File: src/rtl/regfile_wb_ctrl.sv
// regfile_wb_ctrl
// ----------------
// Writer-side controller for the regfile write port. Two producers (ALU and
// LSU) hand in completed results over valid/ready. A round-robin arbiter
// picks one per cycle, and the winner is registered onto the single regfile
// write port with one cycle of latency. A busy scoreboard tracks the
// destinations that have been issued but not yet committed. Issue logic uses
// it to stall on RAW hazards (stall) and to block WAW claims (iss_ready).
//
// Ports:
//   clk, rst                   clock (rising edge), synchronous active-high reset
//   iss_valid, iss_rd          issue stage claims destination iss_rd
//   iss_ready                  claim may proceed (iss_rd not busy)
//   rs1, rs2                   sources of the instruction in issue
//   stall                      a source register is pending writeback
//   alu_valid/rd/data, alu_ready   ALU result channel
//   mem_valid/rd/data, mem_ready   LSU result channel
//   wr_en, wr_addr, wr_data    registered regfile write port
module regfile_wb_ctrl #(
  parameter int WIDTH  = 32,
  parameter int ADDR_W = 5
) (
  input  logic              clk,
  input  logic              rst,
  input  logic              iss_valid,
  input  logic [ADDR_W-1:0] iss_rd,
  output logic              iss_ready,
  input  logic [ADDR_W-1:0] rs1,
  input  logic [ADDR_W-1:0] rs2,
  output logic              stall,
  input  logic              alu_valid,
  input  logic [ADDR_W-1:0] alu_rd,
  input  logic [WIDTH-1:0]  alu_data,
  output logic              alu_ready,
  input  logic              mem_valid,
  input  logic [ADDR_W-1:0] mem_rd,
  input  logic [WIDTH-1:0]  mem_data,
  output logic              mem_ready,
  output logic              wr_en,
  output logic [ADDR_W-1:0] wr_addr,
  output logic [WIDTH-1:0]  wr_data
);

  localparam int NREGS = 2 ** ADDR_W;

  // last_grant: 0 = ALU, 1 = MEM
  localparam logic GRANT_ALU = 1'b0;
  localparam logic GRANT_MEM = 1'b1;

  logic              last_grant_reg, last_grant_next;
  logic [NREGS-1:0]  busy_reg, busy_next;
  logic              wr_en_reg, wr_en_next;
  logic [ADDR_W-1:0] wr_addr_reg, wr_addr_next;
  logic [WIDTH-1:0]  wr_data_reg, wr_data_next;

  logic              grant_alu, grant_mem;
  logic              xfer;
  logic [ADDR_W-1:0] sel_rd;
  logic [WIDTH-1:0]  sel_data;
  logic              issue_set;

  // Round-robin arbitration. A lone valid channel always wins. Under
  // contention the channel that did not win last time is picked.
  always_comb begin
    grant_alu = alu_valid && (!mem_valid || (last_grant_reg == GRANT_MEM));
    grant_mem = mem_valid && !grant_alu;
  end

  assign alu_ready = grant_alu;
  assign mem_ready = grant_mem;

  assign xfer     = grant_alu || grant_mem;
  assign sel_rd   = grant_alu ? alu_rd : mem_rd;
  assign sel_data = grant_alu ? alu_data : mem_data;

  always_comb begin
    last_grant_next = last_grant_reg;
    if (grant_alu) begin
      last_grant_next = GRANT_ALU;
    end else if (grant_mem) begin
      last_grant_next = GRANT_MEM;
    end
  end

  // Output stage. A transfer to x0 is consumed but never reaches the
  // regfile. Address and data hold whenever no write is issued.
  always_comb begin
    wr_en_next   = 1'b0;
    wr_addr_next = wr_addr_reg;
    wr_data_next = wr_data_reg;
    if (xfer && (sel_rd != '0)) begin
      wr_en_next   = 1'b1;
      wr_addr_next = sel_rd;
      wr_data_next = sel_data;
    end
  end

  // Hazard outputs read the registered scoreboard only. There is no
  // same-cycle bypass.
  assign iss_ready = !((iss_rd != '0) && busy_reg[iss_rd]);
  assign stall     = ((rs1 != '0) && busy_reg[rs1]) ||
                     ((rs2 != '0) && busy_reg[rs2]);
  assign issue_set = iss_valid && iss_ready && (iss_rd != '0);

  // Per-register scoreboard update. The bit clears on the commit edge
  // (wr_en high). A simultaneous new claim takes priority because the new
  // producer now owns the register.
  generate
    for (genvar gi = 0; gi < NREGS; gi++) begin : g_busy
      if (gi == 0) begin : g_zero
        assign busy_next[gi] = 1'b0;
      end else begin : g_reg
        always_comb begin
          busy_next[gi] = busy_reg[gi];
          if (wr_en_reg && (wr_addr_reg == ADDR_W'(gi))) begin
            busy_next[gi] = 1'b0;
          end
          if (issue_set && (iss_rd == ADDR_W'(gi))) begin
            busy_next[gi] = 1'b1;
          end
        end
      end
    end
  endgenerate

  always_ff @(posedge clk) begin
    if (rst) begin
      last_grant_reg <= GRANT_MEM;
      busy_reg       <= '0;
      wr_en_reg      <= 1'b0;
      wr_addr_reg    <= '0;
      wr_data_reg    <= '0;
    end else begin
      last_grant_reg <= last_grant_next;
      busy_reg       <= busy_next;
      wr_en_reg      <= wr_en_next;
      wr_addr_reg    <= wr_addr_next;
      wr_data_reg    <= wr_data_next;
    end
  end

  assign wr_en   = wr_en_reg;
  assign wr_addr = wr_addr_reg;
  assign wr_data = wr_data_reg;

endmodule

File: config.mk
export PLATFORM = sky130hd
export DESIGN_NAME = regfile_wb_ctrl
export DESIGN_NICKNAME = d
export VERILOG_FILES = /design/src/rtl/regfile_wb_ctrl.sv
export SDC_FILE = /design/constraint.sdc
export NUM_CORES = 1
export LEC_CHECK = 0
export BUFFER_PORTS_ARGS = -buffer_cell sky130_fd_sc_hd__buf_2
export CAP_MARGIN = 25
export CORE_ASPECT_RATIO = 1.1
export CORE_MARGIN = 2
export CORE_UTILIZATION = 39
export DETAILED_ROUTE_END_ITERATION = 10
export MAX_ROUTING_LAYER = met4
export PLACE_DENSITY = 0.68
export SETUP_SLACK_MARGIN = 0.3
export SYNTH_ARGS = -nofsm -noshare
export SYNTH_HDL_FRONTEND = slang
export SYNTH_SLANG_ARGS = --single-unit
File: constraint.sdc
create_clock -name clk -period 2.7 [get_ports clk]
set_clock_uncertainty 0.15 [all_clocks]
set_input_delay 0.27 -clock clk [delete_from_list [all_inputs] [get_ports clk]]
set_output_delay 0.27 -clock clk [all_outputs]
set_load 0.05 [all_outputs]
# --- Word level (Yosys, flattened, before mapping) ---
# Cells that the tools add are included.
totals:
  ff_bits: 71
  in_bits: 94
  word_cells: 286
op_classes:
  order_cmp: 3
  eq_ne: 62
  n_mux: 73
  n_reduce_logical: 112
op_table:
  columns: ["op", "n"]
  rows:
  - ["equality test 5 bit, second input constant", 32]
  - ["equality test 5 x 4 -> 1 bit, second input constant", 16]
  - ["logical AND 1 bit", 70]
  - ["two-way mux 1 bit", 68]
  - ["nonzero test 2 bit", 32]
  - ["equality test 5 x 3 -> 1 bit, second input constant", 8]
  - ["two-way mux 32 bit", 1]
  - ["equality test 5 x 2 -> 1 bit, second input constant", 4]
  - ["nonzero test 5 bit", 4]
  - ["less-than comparator 5 x 6 -> 1 bit, second input constant", 3]
  - ["binary-select mux 1 bit (select 5 bit)", 3]
  - ["equality test 5 x 1 -> 1 bit, second input constant", 2]
  - ["two-way mux 5 bit", 1]
  - ["zero test 1 bit", 3]
  - ["logical OR 1 bit", 3]

# --- Depth between registers and ports, before layout ---
# Gate-level depths: netlist of run 1.
depth:
  word_depth: 8
  ltp_mapped: 8
  depth_no_buf: 6

# --- Least setup slack after synthesis of run 1 ---
# Ideal clock, no wire load.
synth_timing:
  kind: "reg-to-output"
  start: "reg busy_reg[3]"
  end: "out iss_ready"
  arrival_time_ns: 2.265
  path_slack_ns: 0.015
  path_stages_with_launch: 6
  n_path_buf: 0
  cell_sequence: "dfxtp_1 > mux2_4 > a22o_1 > a311oi_4 > o21ai_4 > a22oi_1"
synth_between:
  elab_chain_len: 4
synth_lines:
  columns: ["item", "line", "source"]
  rows:
  - ["start: declaration", "51", "logic [NREGS-1:0] busy_reg, busy_next;"]
  - ["start signal: assignment", "135", "busy_reg <= busy_next;"]
  - ["binary-select mux 1 bit (select 5 bit)", "100", "assign iss_ready = !((iss_rd != '0) && busy_reg[iss_rd]);"]
  - ["two-way mux 1 bit (implied by the code)", "100", null]
  - ["logical AND 1 bit", "100", null]
  - ["zero test 1 bit", "100", null]
  - ["end: declaration", "27", "output logic iss_ready,"]
# No other way between the ends. The select of a mux whose other input is x is not followed.

# --- Worst setup path in the final report of run 1 ---
layout_timing:
  start: "reg busy_reg[15]"
  end: "out stall"
layout_between:
  elab_chain_len: 4
  word_cells_on_any_way: 7
  cone_classes: "4 x mux; 3 x reduce/logical"
layout_lines:
  columns: ["item", "line", "source"]
  rows:
  - ["binary-select mux 1 bit (select 5 bit), on equally long branches", "101, 102", null]
  - ["two-way mux 1 bit, on equally long branches", "101, 102", null]
  - ["logical AND 1 bit, on equally long branches", "101, 102", null]
  - ["logical OR 1 bit (*)", "101", "assign stall = ((rs1 != '0) && busy_reg[rs1]) ||"]
  - ["end: declaration", "30", "output logic stall,"]
# Every way passes the cells marked *; elsewhere a longest branch is shown, timed or not. The select of a mux whose other input is x is not followed.

==> results of run 1 <==
## routing by layer
layer  wire [um]  vias to the layer above
met2        6110                      202
met4         223                        0
met1        5650                     2034
met3         994                       17
li1            -                     2089
met5           0                        -
## cells by family after synthesis
family,count (synthesis)
AND/OR/NAND/NOR,227
AO/OA/AOI/OAI,117
flip-flops,70
buffers and inverters,46
multiplexers,35
## worst max path at each step
stage / from / endpoint / slack, ps / cells after the start
after global placement: iss_rd[2] / iss_ready / 320 / 7
after detailed placement: iss_rd[2] / iss_ready / 270 / 7
after CTS: busy_reg[3] / iss_ready / 220 / 6
after global routing: busy_reg[7] / iss_ready / 150 / 6
after floorplan: busy_reg[3] / iss_ready / 300 / 5
final: busy_reg[15] / stall / 210 / 6
## power by group through the flow
stage | registers, W | clock network, W | logic (W)
4_1_cts | 0.00114 | 0.000875 | 0.000693
3_3_place_gp | 0.00116 | 0 | 0.000676
6_report | 0.00114 | 0.000857 | 0.000697
3_5_place_dp | 0.00117 | 0 | 0.000686
5_1_grt | 0.00115 | 0.000920 | 0.000747
2_1_floorplan | 0.00134 | 0 | 0.000293
## critical path, stage by stage (launching register included)
cell     delay, ps
dfxtp_4        360
mux4_2         480
mux2i_2        210
nor3b_2         70
nor4_2         280
nand4_1        150
buf_6          170
## final cells by class
| cell class | instances | area [um^2] | area share |
|---|---|---|---|
| multi-input cells | 379 | 2480 | 0.488 |
| flip-flops and latches | 70 | 1420 | 0.278 |
| repair buffers | 151 | 821 | 0.161 |
| well taps | 120 | 150 | 0.0295 |
| clock buffers | 10 | 138 | 0.0271 |
| clock inverters | 6 | 61.3 | 0.0121 |
| inverters | 5 | 18.8 | 0.00369 |
## per-stage QoR
stage / setup slack [ps] / hold WS, ps / utilization / power (W) / std cells
3_3_place_gp: 317 / 312 / 0.480 / 0.00184 / 719
3_5_place_dp: 275 / 334 / 0.482 / 0.00185 / 720
5_1_grt: 150 / 11.3 / 0.512 / 0.00282 / 741
6_report: 209 / 22.2 / 0.512 / 0.00269 / 741
2_1_floorplan: 301 / 270 / - / 0.00164 / 495
4_1_cts: 220 / 2.88 / 0.505 / 0.00271 / 737
## timing repair
action | 4_1_cts | 5_1_grt
gates cloned | 0 | 0
pin swaps | 1 | 5
gates resized for setup | 8 | 13
setup buffers | 1 | 4
endpoints found under the setup margin | 2 | 2
## cell usage in the layout, fill, tap and decap left out, types with 11 or more instances in the layout
master	count
nand3_1	28
a21oi_1	11
o211ai_1	14
nor2_1	52
nand2_1	95
dfxtp_1	62
mux2_2	12
buf_4	15
a311oi_1	35
buf_2	133
o21ai_1	12
nand2b_1	12
==> results.toml, run 1 <==
[die]
rows = 38
die_h_um = 111
start_util = 0.405
io_pins = 136
die_area_um2 = 11200
die_x_um = 101
core_um2 = 9940

[detailed_routing]
drt-total-wl_um = 13000
drt-vias-per-instance = 5.86
firstDrtPassIters = 5
wl_per_cell_um = 17.5
remaining_drc_errors = 0
first_iter_violations = 253
ant_nets = 0
num_vias = 4342

[power]
seq_power_share = 0.423
power_switching_w = 0.000942
peakVddDrop_mv = 0.410
p_sw_frac = 0.350
power.internal_w = 0.00175
powerDensity_nw_per_um2 = 530
combinationalPowerShare = 0.259
pwr-share-clk = 0.318
p_leak_nw = 2.17

[yosys]
yosys_most_used_dff = "dfxtp_1"
syn_area_um2 = 4030
syn-num-nets = 589
synthAdderAreaFrac = 0
ys_seq_elements = 70
ys_warn_count = 0
yosysUniqueCellTypes = 52
synth_common_cells = "nand2_1, dfxtp_1, nor2_1, clkbuf_1, a311oi_1"
yosys.area.top_type = "dfxtp_1"
synth-seq-area-share = 0.348
synth_top_family_by_area = "simple AND/OR/NAND/NOR gates"
yosysMostFrequentCell = "nand2_1"
async_reset_ff_frac = 0
post_synth.cell_area_avg_um2 = 8.13
synth_edf_count = 0
synth_simple_gate_area_frac = 0.258
synthTopCellsByArea = "dfxtp_1, nand2_1, a311oi_1"
synthMuxAreaShare = 0.123
yosysTopAreaCellShare = 0.348
syn_inst = 495
synth-xor-area-share = 0
synth_compound_area_frac = 0.226

[global_routing]
grt_max_degree = 49
grt_util_met1 = 0.321
grt_pass1_wl_um = 20900
grt_antenna_before_repair = 0
use_met3 = 0.0468
met2_usage = 0.373
grt_overflow = 0
grt_use_total = 0.243
top_usage_layer = "met2"
grt_pass1_vias = 4143

[setup_path]
cp_data_arrival_time_ps = 2070
path_class = "reg2out"
critPathCaptureType = "output port"
startpoint_type = "register"
rrSetupSlack_ps = 540
crit_fanout = 3
reg2reg_from = "busy_reg[3]"
r2r_end = "busy_reg[12]"
crit_required_ps = 2280
rr_worst_depth = 7

[hold_path]
min_to = "wr_data[13]"
hold_depth = 3
hp-class = "in2reg"
min-delay-start = "alu_data[13]"

[timing]
max_freq_mhz = 401
worst_pin_slew_ps = 535
finalMaxSlewViolations = 0
period_minus_slack_ps = 2490
slew_headroom = 0.639
rsz0062_at_grt = "true"
setup_viol = 0
fin_setup_tns_ps = 0
period_share = 0.923
finalHoldViolCount = 0

[job]
cap_violations = 0

[clock_network]
ctsHoldBuffers = 0
tritoncts = "yes"
clk-insertion-delay-late_ps = 350
clock-root-buffer = "clkbuf_8"
numCtsBuffers = 9
ctsHtreeMaxLevel = 3
path_clk_slew_ps = 80
cts_buffer_depth = 2
cts.sinks = 70

[final_layout]
syn_to_final_growth_pct = 26.3
final_area_um2 = 5090
largest_register_ffs = 32
antenna_cells = 0
fin_nets = 710
drive_above_1_share = 0.348
num-fill-cells = 957

[placement]
gp_congestion = 0.939
io_buffers = 135
placed_area_um2 = 4790
dp_hpwl_um = 9640

[status]
outcome = "finished, final reports clean"
No activity file was read; power rests on OpenSTA's default activity.
==> run 2: changes to the inputs <==
--- a/config.mk
+++ b/config.mk
@@ -9,10 +9,10 @@
 export CAP_MARGIN = 25
 export CORE_ASPECT_RATIO = 1.1
 export CORE_MARGIN = 2
-export CORE_UTILIZATION = 39
+export CORE_UTILIZATION = 51
 export DETAILED_ROUTE_END_ITERATION = 10
 export MAX_ROUTING_LAYER = met4
-export PLACE_DENSITY = 0.68
+export PLACE_DENSITY = 0.84
 export SETUP_SLACK_MARGIN = 0.3
 export SYNTH_ARGS = -nofsm -noshare
 export SYNTH_HDL_FRONTEND = slang
==> results.toml, run 2 (synthesized netlist as in run 1, its figures left out) <==
[setup_path]
cpPeakStageDelay_ps = 350
crit_path_cell_trace = "mux2_4 -> a22o_4 -> a311oi_4 -> o21ai_4 -> a22oi_2 -> buf_6"
rrSetupSlack_ps = 620
cp_data_arrival_time_ps = 2040
crit_required_ps = 2280
critPathSlowestCell = "a311oi_4"
crit_fanout = 4
crit_family = "compound AO/OA/AOI/OAI gates"
crit_buf_inv = 1
startpoint_type = "register"
r2r_end = "wr_data[14]"
path_class = "reg2out"
rr_worst_depth = 6
reg2reg_from = "last_grant_reg"
critPathCaptureType = "output port"

[die]
rows = 33
die_x_um = 88.7
start_util = 0.533
die_area_um2 = 8620
io_pins = 136
core_um2 = 7560
die_h_um = 97.2

[clock_network]
clock-root-buffer = "clkbuf_8"
cts.sinks = 70
cts_buffer_depth = 2
numCtsBuffers = 9
tritoncts = "yes"
path_clk_slew_ps = 70
clk-insertion-delay-late_ps = 340
ctsHtreeMaxLevel = 3
ctsHoldBuffers = 0

[global_routing]
grt_pass1_wl_um = 20100
grt_antenna_before_repair = 0
top_usage_layer = "met2"
grt_max_degree = 47
met2_usage = 0.475
grt_overflow = 0
grt_util_met1 = 0.367
use_met3 = 0.0637
grt_pass1_vias = 4166
grt_use_total = 0.301

[detailed_routing]
ant_nets = 0
first_iter_violations = 461
drt-total-wl_um = 12500
drt-vias-per-instance = 6.07
num_vias = 4397
remaining_drc_errors = 0
wl_per_cell_um = 17.2
firstDrtPassIters = 5

[power]
power.total_w = 0.00265
p_leak_nw = 2.18
combinationalPowerShare = 0.264
power.internal_w = 0.00176
power_switching_w = 0.000892
powerDensity_nw_per_um2 = 522
seq_power_share = 0.431
pwr-share-clk = 0.305
p_sw_frac = 0.337
peakVddDrop_mv = 0.421

[timing]
finalMaxSlewViolations = 0
rsz0062_at_grt = "true"
worst_slack_ps = 241
period_minus_slack_ps = 2460
worst_pin_slew_ps = 600
period_share = 0.911
setup_viol = 0
fin_setup_tns_ps = 0
slew_headroom = 0.595
max_freq_mhz = 407
finalHoldViolCount = 0

[final_layout]
antenna_cells = 0
largest_register_ffs = 32
fin_nets = 709
mostFrequentLayoutCell = "buf_2"
drive_above_1_share = 0.351
mostFrequentLayoutCells = "buf_2, nand2_1, dfxtp_1, nor2_1, a311oi_1"
final_cell_count_no_fill = 724
syn_to_final_growth_pct = 26.1

[hold_path]
min-delay-start = "alu_data[23]"
hp-class = "in2reg"
hold_depth = 3
min_to = "wr_data[23]"

[job]
cap_violations = 0

[placement]
dp.cells = 704
dp_hpwl_um = 9170
io_buffers = 135
gp_congestion = 1.01
place_ws_ps = 233

[status]
outcome = "finished, final reports clean"
[run 2: cell types whose count changed in the layout (fill, tap and decap cells not counted), moves of 3 or more]
cell / previous run / this run
clkbuf_1: 0 / 4
clkinv_2: 3 / 0
dfxtp_1: 62 / 58
dfxtp_2: 6 / 10
[run 2: final cells by class]
class	instances	area [um^2]
repair buffers	150	813
clock inverters	1	30.0
fillers	654	2480
flip-flops and latches	70	1420
clock buffers	14	153
multi-input cells	379	2510
inverters	5	18.8
well taps	105	131
[run 2: per-layer routing]
metal,part of all wire,wire length (um)
met1,0.40,4970
met2,0.50,6220
met3,0.076,953
met4,0.027,343
met5,0,0
[run 2: worst min-delay path: cells and delay by family]
kind / cells / cell delay, ps
compound gates: 1 / 70
simple gates: 1 / 50
buf+inv: 1 / 90
[run 2: power groups by stage]
stage	registers (W)	clock network [W]	logic, W
after floorplan	0.00134	0	0.000293
after global placement	0.00116	0	0.000664
after detailed placement	0.00116	0	0.000679
after CTS	0.00114	0.000820	0.000688
after global routing	0.00115	0.000869	0.000747
final	0.00114	0.000808	0.000699
[run 2: metrics by stage]
step / utilization / hold WS, ps / instance area (um^2)
global route: 0.672 / 41.4 / 5080
detailed placement: 0.630 / 316 / 4760
global placement: 0.628 / 305 / 4740
floorplan: - / 270 / 4030
finish: 0.672 / 37.0 / 5080
CTS: 0.664 / 29.9 / 5010
[run 2: worst max-delay path by stage]
stage	cells after the start	end	slack [ps]	start
after CTS	6	stall	190	busy_reg[15]
after global placement	7	iss_ready	280	iss_rd[0]
after global routing	6	stall	140	busy_reg[23]
after floorplan	5	iss_ready	300	busy_reg[3]
final	6	iss_ready	240	busy_reg[3]
after detailed placement	7	iss_ready	230	iss_rd[0]
[run 2: repair_timing]
action                                  in CTS  in global routing
pin swaps                                    4                  6
endpoints found under the setup margin       2                  2
gates resized for setup                     15                 14
buffers inserted                             4                  1
